`src/rtl/setup_study_board.sv`:
```
// ============================================================================
// Module   : setup_study_board
// Summary  : DFF setup-time characterization model with a min-margin table
//            indexed by (data edge, clock slope, data slope).
// Revision : 1.0 - initial release
// ============================================================================
`default_nettype none

module setup_study_board #(
    parameter int unsigned SU_BASE   = 30,
    parameter int unsigned CK_SHIFT  = 4,
    parameter int unsigned D_SHIFT   = 3,
    parameter int unsigned CQ_BASE   = 400,
    parameter int unsigned CAP_SHIFT = 5,
    parameter int unsigned SLOPE0    = 12,
    parameter int unsigned SLOPE1    = 449,
    parameter int unsigned SLOPE2    = 1985
) (
    input  logic        clk,
    input  logic        rst,
    input  logic        din,
    input  logic [7:0]  setup_margin,
    input  logic [1:0]  tt_clk_sel,
    input  logic [1:0]  tt_d_sel,
    input  logic [15:0] cap_load,
    input  logic        fin_test,
    output logic        q,
    output logic        setup_pass,
    output logic [7:0]  setup_req,
    output logic [15:0] cq_delay,
    input  logic        rd_edge,
    input  logic [1:0]  rd_ck,
    input  logic [1:0]  rd_d,
    output logic [7:0]  rd_data
);

    localparam logic [15:0] c_SLOPE0   = 16'(SLOPE0);
    localparam logic [15:0] c_SLOPE1   = 16'(SLOPE1);
    localparam logic [15:0] c_SLOPE2   = 16'(SLOPE2);
    localparam logic [7:0]  c_NEVER    = 8'hFF;
    localparam logic [15:0] c_REQ_SAT  = 16'd255;
    localparam logic [17:0] c_CQ_SAT   = 18'd65535;

    // Select value 3 is not a real slope point; it folds onto index 2.
    function automatic logic [1:0] fold_idx(input logic [1:0] sel);
        return (sel == 2'd3) ? 2'd2 : sel;
    endfunction

    function automatic logic [15:0] slope_of(input logic [1:0] idx);
        logic [15:0] v;
        case (idx)
            2'd0:    v = c_SLOPE0;
            2'd1:    v = c_SLOPE1;
            default: v = c_SLOPE2;
        endcase
        return v;
    endfunction

    logic [1:0]  w_ck_idx;
    logic [1:0]  w_d_idx;
    logic [1:0]  w_rd_ck_idx;
    logic [1:0]  w_rd_d_idx;
    logic [15:0] w_ck_term;
    logic [15:0] w_d_term;
    logic [15:0] w_req_sum;
    logic [17:0] w_cq_sum;
    logic        w_pass;
    logic        w_edge;
    logic [7:0]  w_cur_entry;
    logic        w_upd;

    logic        r_q;
    logic        r_pass;
    logic [7:0]  r_tab [0:1][0:2][0:2];

    assign w_ck_idx    = fold_idx(tt_clk_sel);
    assign w_d_idx     = fold_idx(tt_d_sel);
    assign w_rd_ck_idx = fold_idx(rd_ck);
    assign w_rd_d_idx  = fold_idx(rd_d);

    assign w_ck_term = slope_of(w_ck_idx) >> CK_SHIFT;
    assign w_d_term  = slope_of(w_d_idx) >> D_SHIFT;

    // Sum is kept wide so the clamp sees the true value, not a wrapped one.
    assign w_req_sum = 16'(SU_BASE) + w_ck_term + w_d_term;
    assign setup_req = (w_req_sum > c_REQ_SAT) ? c_NEVER : w_req_sum[7:0];

    assign w_cq_sum = 18'(CQ_BASE) + 18'(cap_load >> CAP_SHIFT) + 18'(w_ck_term);
    assign cq_delay = (w_cq_sum > c_CQ_SAT) ? 16'hFFFF : w_cq_sum[15:0];

    assign w_pass = (setup_margin >= setup_req);

    // A captured 1 is a rising data transition (table 0), a captured 0 falling.
    assign w_edge      = ~din;
    assign w_cur_entry = r_tab[w_edge][w_ck_idx][w_d_idx];
    assign w_upd       = ~fin_test && w_pass && (din != r_q)
                         && (setup_margin < w_cur_entry);

    always_ff @(posedge clk) begin
        if (rst) begin
            r_q    <= 1'b0;
            r_pass <= 1'b0;
        end else begin
            r_pass <= w_pass;
            if (w_pass) begin
                r_q <= din;
            end
        end
    end

    always_ff @(posedge clk) begin
        if (rst) begin
            for (int e = 0; e < 2; e++) begin
                for (int c = 0; c < 3; c++) begin
                    for (int d = 0; d < 3; d++) begin
                        r_tab[e][c][d] <= c_NEVER;
                    end
                end
            end
        end else if (w_upd) begin
            r_tab[w_edge][w_ck_idx][w_d_idx] <= setup_margin;
        end
    end

    assign q          = r_q;
    assign setup_pass = r_pass;
    assign rd_data    = r_tab[rd_edge][w_rd_ck_idx][w_rd_d_idx];

endmodule

`default_nettype wire

```
`config.mk`:
```
export PLATFORM = sky130hd
export DESIGN_NAME = setup_study_board
export DESIGN_NICKNAME = d
export VERILOG_FILES = /design/src/rtl/setup_study_board.sv
export SDC_FILE = /design/constraint.sdc
export NUM_CORES = 1
export LEC_CHECK = 0
export BUFFER_PORTS_ARGS = -buffer_cell sky130_fd_sc_hd__buf_2
export CAP_MARGIN = 30
export CORE_MARGIN = 2
export CORE_UTILIZATION = 61
export CTS_CLUSTER_SIZE = 28
export DETAILED_ROUTE_END_ITERATION = 7
export GPL_ROUTABILITY_DRIVEN = 1
export HOLD_SLACK_MARGIN = 0.12
export PLACE_DENSITY_LB_ADDON = 0.05
export SLEW_MARGIN = 20
export SYNTH_ARGS = -nofsm -noshare
export SYNTH_HDL_FRONTEND = slang
export SYNTH_SLANG_ARGS = --single-unit
```
`constraint.sdc`:
```
create_clock -name clk -period 4.75 [get_ports clk]
set_input_delay 0.2375 -clock clk [delete_from_list [all_inputs] [get_ports clk]]
set_output_delay 0.2375 -clock clk [all_outputs]
set_load 0.1 [all_outputs]
```
==> results of run 1 <==
==> sequential cells by signal, summed over array words and instances (netlist names) <==
register / cells
q: 1
r_tab: 144
setup_pass: 1
==> worst max-delay path: stages <==
cell                       delay (ps)
sky130_fd_sc_hd__buf_2             80
sky130_fd_sc_hd__buf_4            310
sky130_fd_sc_hd__buf_4            290
sky130_fd_sc_hd__mux4_2           530
sky130_fd_sc_hd__o211ai_1         200
sky130_fd_sc_hd__o21ai_0          180
sky130_fd_sc_hd__o21ai_0          280
sky130_fd_sc_hd__ha_1             290
sky130_fd_sc_hd__o211ai_1         210
sky130_fd_sc_hd__nor2_1            70
sky130_fd_sc_hd__o21a_1           140
sky130_fd_sc_hd__nand3_4          430
sky130_fd_sc_hd__a41o_1           590
==> cells in the final DEF (no fill, tap or decap), types with 6 or more instances in the layout <==
master / n
sky130_fd_sc_hd__nor3_1: 10
sky130_fd_sc_hd__mux2_2: 24
sky130_fd_sc_hd__a31o_2: 8
sky130_fd_sc_hd__buf_4: 17
sky130_fd_sc_hd__nor3b_1: 7
sky130_fd_sc_hd__clkbuf_16: 17
sky130_fd_sc_hd__buf_2: 55
sky130_fd_sc_hd__mux4_2: 48
sky130_fd_sc_hd__ha_1: 26
sky130_fd_sc_hd__clkinv_1: 10
sky130_fd_sc_hd__o211ai_1: 12
sky130_fd_sc_hd__nor2_1: 89
sky130_fd_sc_hd__nand3_1: 79
sky130_fd_sc_hd__mux2i_1: 37
sky130_fd_sc_hd__xnor2_1: 6
sky130_fd_sc_hd__a21oi_1: 24
sky130_fd_sc_hd__o21ai_0: 28
sky130_fd_sc_hd__conb_1: 7
sky130_fd_sc_hd__nand3b_1: 7
sky130_fd_sc_hd__inv_1: 20
sky130_fd_sc_hd__a41o_1: 10
sky130_fd_sc_hd__nand2b_1: 9
sky130_fd_sc_hd__edfxtp_1: 144
sky130_fd_sc_hd__nand2_1: 45
==> path summary, 6_finish.rpt <==
path / startpoint / to / slack, ps / cells after the start
worst max-delay path: tt_clk_sel[0] / r_tab[1][4]$_DFFE_PP_ / 950 / 13
worst min-delay path: setup_margin[0] / r_tab[1][64]$_SDFFCE_PN1P_ / 190 / 3
worst min register to register: q$_SDFFE_PP0N_ / q$_SDFFE_PP0N_ / 540 / 2
worst max register to register: r_tab[1][47]$_DFFE_PP_ / r_tab[0][34]$_SDFFCE_PN1P_ / 970 / 9
==> layer usage <==
layer	global-route usage (%)	vias to the layer above	wire length, um
li1	-	2896	-
met1	41.1	3226	9110
met2	50.5	353	11500
met3	6.62	58	1940
met4	11.9	0	691
met5	0	-	0
==> cell type report <==
cell class / count / area, um2
multi-input cells: 514 / 4090
well taps: 184 / 230
inverters: 22 / 82.6
clock inverters: 15 / 171
repair buffers: 74 / 443
clock buffers: 17 / 425
flip-flops and latches: 146 / 4360
fillers: 1044 / 4560
==> power by group through the flow <==
stage,logic [W],registers (W),clock network [W]
after CTS,0.000566,0.00143,0.00138
final,0.000568,0.00143,0.00137
after floorplan,0.000447,0.00146,0
after global routing,0.000599,0.00143,0.00144
after global placement,0.000555,0.00146,0
after detailed placement,0.000565,0.00146,0
==> kinds of logic (layout without fill, tap and decap cells) <==
family	after synthesis	after routing	share of synthesized area [%]
buffers and inverters	93	128	5.04
other	2	7	0.0847
adder cells (fa/ha/maj)	27	27	3.89
multiplexers	109	109	19.4
flip-flops	146	146	49.2
XOR/XNOR	7	7	0.691
AO/OA/AOI/OAI	102	102	7.81
AND/OR/NAND/NOR	262	262	13.9
==> through the flow <==
step	std cells	utilization, %
after floorplan	753	-
after global placement	940	64.1
after detailed placement	940	64.1
after CTS	972	68.3
after global routing	972	68.3
final	972	68.3
==> flow_metrics.py, run 1 <==
metrics = {
    "sta": {
        "slew_viol_final": 0,
        "final_period_minus_worst_setup_slack_ps": 3800,
        "setup_ws_ps": 948,
        "period_share_pct": 80.0,
        "timing.fmax_ghz": 0.263,
        "final_setup_violations": 0,
        "setup-tns-final_ps": 0,
        "fin_worst_skew_ps": 7.26,
        "rsz0062_at_grt": "false",
        "timing.final.hold_violations": 0,
        "timing.max_slew.rel_slack_pct": 40.1,
        "worst_pin_slew_ps": 898,
        "finalHoldWorstSlack_ps": 189,
    },
    "clock_tree": {
        "worst_setup_hold_path_clk_slew_ps": 60,
        "cts-buffers-inserted": 17,
        "cts_tree": "yes",
        "cts_sinks": 146,
        "cts_htree_levels": 4,
        "cts_hold_repair.buffers": 0,
        "master_cell_of_the_clock_root_buffer": "sky130_fd_sc_hd__clkbuf_16",
        "latest_clock_arrival_within_the_worst_skew_pair_ps": 430,
        "post_cts.resized_instances": 0,
        "post_cts.repair.setup_buffers": 0,
        "clock_tree.buffer_depth": 2,
    },
    "cells_and_area": {
        "fin_nets": 839,
        "stdcell_area_mm2": 0.00981,
        "synthToLayoutAreaGrowth_pct": 10.6,
        "post_route_cells_drive_above_1_share_pct": 23.5,
        "antenna_cells": 0,
    },
    "pwr": {
        "vdd_ir_drop_max_v": 0.000236,
        "power.net_switching_w": 0.000948,
        "power.density_mw_per_mm2": 344,
        "finalPower_w": 0.00337,
        "power_frac_seq_pct": 42.5,
        "p_comb_share_pct": 16.8,
        "static_leakage_nw": 3.08,
        "switching_share_pct": 28.1,
        "p_int_w": 0.00243,
        "share_clk_of_total_power_pct": 40.7,
    },
    "job": {
        "max_cap_violations": 0,
    },
    "detailed_routing": {
        "drt_iter0_markers": 614,
        "detail_route_antenna_nets": 0,
        "num_vias": 6533,
        "routedWlPerCell_um": 23.9,
        "drt-vias-per-instance": 6.72,
        "firstDrtPassIters": 5,
        "wl_mm": 23.3,
        "drt_drc_violations_left": 0,
    },
    "grt": {
        "grt_pass1_wl_mm": 36.0,
        "globalRouteTotalUtil_pct": 31.0,
        "grt_start_max_net_pins": 77,
        "grt_pass1_vias": 6342,
        "antenna_violations_before_repair": 0,
        "grt.overflow.total": 0,
    },
    "placement": {
        "io_buffers": 55,
        "place_worst_setup_slack_ps": 660,
        "dp_hpwl_mm": 16.3,
        "dpl_cell_area_mm2": 0.00921,
        "finalWeightedCongestion": 0.847,
    },
    "yosys": {
        "postSynthRegisterBits": 146,
        "syn_area_per_cell_um2": 11.9,
        "synth_enable_flop_cells": 144,
        "synthTopCellsByArea": "sky130_fd_sc_hd__edfxtp_1, sky130_fd_sc_hd__mux4_2, sky130_fd_sc_hd__nand3_1, sky130_fd_sc_hd__mux2i_1, sky130_fd_sc_hd__nor2_1",
        "yosys.cell_types.count": 50,
        "synthFlopType": "sky130_fd_sc_hd__edfxtp_1",
        "yosys_top_cell_area_share_pct": 48.7,
        "synth_most_common_cell": "sky130_fd_sc_hd__edfxtp_1",
        "netlist_instances": 748,
        "synth_seq_area_share_pct": 49.2,
        "synth.cell_area_mm2": 0.00887,
        "yosys_top_cell_by_area": "sky130_fd_sc_hd__edfxtp_1",
        "yosys-top-cells-count": "sky130_fd_sc_hd__edfxtp_1, sky130_fd_sc_hd__nor2_1, sky130_fd_sc_hd__nand3_1",
        "async_reset_ff_share_pct": 0,
        "yosys_warn_count": 0,
    },
    "critical_path": {
        "path_max_fanout": 50,
        "type_of_the_worst_setup_path": "in -> reg",
        "worst_ep_arrival_time_ps": 3870,
        "required_arrival_time_at_the_worst_endpoint_ps": 4820,
        "end_kind": "register",
        "cp-start-kind": "input port",
    },
    "die": {
        "fp.dieW_um": 125,
        "die_y_um": 125,
        "initial_utilization_pct": 61.7,
        "core.rowCount": 44,
        "core_area_mm2": 0.0144,
        "top_level_ports": 71,
        "die_area_mm2": 0.0155,
    },
    "hold_path": {
        "min-delay-path-class": "in -> reg",
    },
    "status": {
        "status": "complete, no violations",
    },
}
No activity file was read; power rests on OpenSTA's default activity.
==> inputs of run 2 (changes only) <==
- CORE_UTILIZATION: 61 -> 55
- clock period: 4.75 -> 3.3 ns (I/O delays scaled with it)
==> run 2 against run 1 <==
  * Hold slack got worse by 35 ps
  * Total power increased by 49%
  * Non-clock buffer count increased by 53
  * Critical path type is now reg -> reg
==> flow_metrics.py, run 2 (synthesis gave the netlist of run 1 again) <==
metrics = {
    "critical_path": {
        "end_kind": "register",
        "setup.reg_to_reg.worst_slack_ps": 7,
        "critical_path.endpoint": "r_tab[1][10]$_DFFE_PP_",
        "r2r_cells": 10,
        "worst_ep_arrival_time_ps": 3420,
        "cp-start-kind": "register",
        "required_arrival_time_at_the_worst_endpoint_ps": 3430,
        "path_max_fanout": 8,
        "crit_start": "r_tab[0][71]$_SDFFCE_PN1P_",
        "r2r-start": "r_tab[0][71]$_SDFFCE_PN1P_",
        "worst_r2r_dst": "r_tab[1][10]$_DFFE_PP_",
        "type_of_the_worst_setup_path": "reg -> reg",
    },
    "clock_tree": {
        "cts_htree_levels": 4,
        "worst_setup_hold_path_clk_slew_ps": 60,
        "master_cell_of_the_clock_root_buffer": "sky130_fd_sc_hd__clkbuf_16",
        "cts-buffers-inserted": 17,
        "cts_sinks": 146,
        "clock_tree.buffer_depth": 2,
        "latest_clock_arrival_within_the_worst_skew_pair_ps": 430,
        "cts_tree": "yes",
    },
    "cells_and_area": {
        "multiInputGateArea_mm2": 0.00435,
        "sequential_cell_area_mm2": 0.00436,
        "synthToLayoutAreaGrowth_pct": 21.5,
        "post-route-util_pct": 68.1,
        "most_frequent_cells_in_the_layout": "sky130_fd_sc_hd__edfxtp_1, sky130_fd_sc_hd__nor2_1, sky130_fd_sc_hd__nand3_1",
        "filler_cell_count": 1141,
        "layout.cells.most_common": "sky130_fd_sc_hd__edfxtp_1",
        "antenna_cells": 0,
        "fin_nets": 892,
        "largest_register_ffs": 144,
        "post_route_cells_drive_above_1_share_pct": 31.4,
        "top_register": "r_tab",
    },
    "grt": {
        "most_crowded_layer_after_global_routing": "met2",
        "grt_util_met3_pct": 5.29,
        "global_route.usage.met2_pct": 51.6,
        "grt_pass1_vias": 6561,
        "grt_use_met1_pct": 44.6,
        "grt.overflow.total": 0,
        "grt_start_max_net_pins": 48,
        "grt_pass1_wl_mm": 39.8,
        "antenna_violations_before_repair": 0,
        "globalRouteTotalUtil_pct": 32.9,
    },
    "die": {
        "fp.dieW_um": 131,
        "core_area_mm2": 0.0158,
        "die_y_um": 131,
        "die_area_mm2": 0.0172,
        "core.rowCount": 46,
        "top_level_ports": 71,
        "initial_utilization_pct": 56.0,
    },
    "pwr": {
        "static_leakage_nw": 3.48,
        "power.density_mw_per_mm2": 466,
        "share_clk_of_total_power_pct": 39.2,
        "vdd_ir_drop_max_v": 0.000395,
        "power_frac_seq_pct": 41.1,
        "power.net_switching_w": 0.00146,
        "switching_share_pct": 29.1,
        "p_comb_share_pct": 19.7,
        "p_int_w": 0.00356,
    },
    "sta": {
        "timing.final.hold_violations": 0,
        "slew_viol_final": 0,
        "final_setup_violations": 0,
        "final_period_minus_worst_setup_slack_ps": 3290,
        "rsz0062_at_grt": "true",
        "period_share_pct": 99.8,
        "timing.max_slew.rel_slack_pct": 49.8,
        "worst_pin_slew_ps": 753,
        "setup_ws_ps": 7.21,
        "fin_worst_skew_ps": 10.8,
        "timing.fmax_ghz": 0.304,
    },
    "detailed_routing": {
        "num_vias": 6917,
        "routedWlPerCell_um": 25.9,
        "drt_iter0_markers": 903,
        "detail_route_antenna_nets": 0,
        "drt-vias-per-instance": 6.55,
        "firstDrtPassIters": 5,
        "wl_mm": 27.4,
        "drt_drc_violations_left": 0,
    },
    "job": {
        "max_cap_violations": 0,
    },
    "hold_path": {
        "min-delay-path-class": "in -> reg",
    },
    "placement": {
        "dp_hpwl_mm": 19.3,
        "io_buffers": 55,
        "finalWeightedCongestion": 0.930,
        "place_worst_setup_slack_ps": -739,
    },
    "status": {
        "status": "complete, no violations",
    },
}
-- run 2: changes by cell type in the layout (fill, tap and decap cells not counted), sizes merged --
cell / previous run / this run
clkinv: 12 / 7
inv: 20 / 24
bufinv: 4 / 3
clkbuf: 17 / 19
buf: 74 / 126
-- run 2: power groups by stage --
stage	logic [W]	clock network [W]	registers (W)
floorplan	0.000667	0	0.00211
global placement	0.000936	0	0.00210
detailed placement	0.000949	0	0.00210
CTS	0.000971	0.00197	0.00206
global route	0.00104	0.00204	0.00206
finish	0.000991	0.00197	0.00206
-- run 2: layer usage --
layer,vias to the layer above,wire (um)
met5,-,0
met4,0,1320
met3,79,2420
met1,3399,10700
met2,432,13000
li1,3007,-
-- run 2: worst min path at each step --
stage	to	cells past startpoint	start	slack, ps
6_report	r_tab[1][64]$_SDFFCE_PN1P_	3	setup_margin[0]	150
5_1_grt	r_tab[1][64]$_SDFFCE_PN1P_	3	setup_margin[0]	150
4_1_cts	r_tab[1][64]$_SDFFCE_PN1P_	3	setup_margin[0]	140
3_5_place_dp	cq_delay[0]	0	cap_load[5]	330
3_3_place_gp	cq_delay[0]	0	cap_load[5]	330
2_1_floorplan	r_tab[0][10]$_SDFFCE_PN1P_	2	setup_margin[2]	360
-- run 2: timing repair --
item	CTS	global route
buffers inserted	1	3
resized for setup	16	20
hold buffers	0	0
gates cloned	2	1
endpoints found under the setup margin	280	280
pin swaps	13	7
endpoints found under the hold margin	0	0
-- run 2: critical path, cell delays in order (launching register included) --
cell	delay [ps]
sky130_fd_sc_hd__edfxtp_1	420
sky130_fd_sc_hd__mux2_2	280
sky130_fd_sc_hd__mux4_2	470
sky130_fd_sc_hd__a21oi_2	180
sky130_fd_sc_hd__ha_4	230
sky130_fd_sc_hd__a2111oi_4	350
sky130_fd_sc_hd__o221ai_2	180
sky130_fd_sc_hd__nor4_4	190
sky130_fd_sc_hd__buf_6	220
sky130_fd_sc_hd__buf_12	150
sky130_fd_sc_hd__a41o_4	320
-- run 2: final cells by class --
type / count / share of cell area, %
repair buffers: 127 / 10.4
well taps: 216 / 2.51
clock buffers: 18 / 3.98
flip-flops and latches: 146 / 40.5
inverters: 22 / 0.766
multi-input cells: 514 / 40.4
clock inverters: 13 / 1.47
-- run 2: metrics by stage --
step	cell area, um2	setup TNS [ps]	power, W	hold WS (ps)	std cells
after global placement	9910	-130000	0.00304	331	1018
after floorplan	9080	-3700	0.00277	357	753
after detailed placement	9910	-183870	0.00305	331	1018
final	10800	0	0.00502	155	1056
after global routing	10800	-4100	0.00514	152	1056
after CTS	10700	-6740	0.00500	139	1052
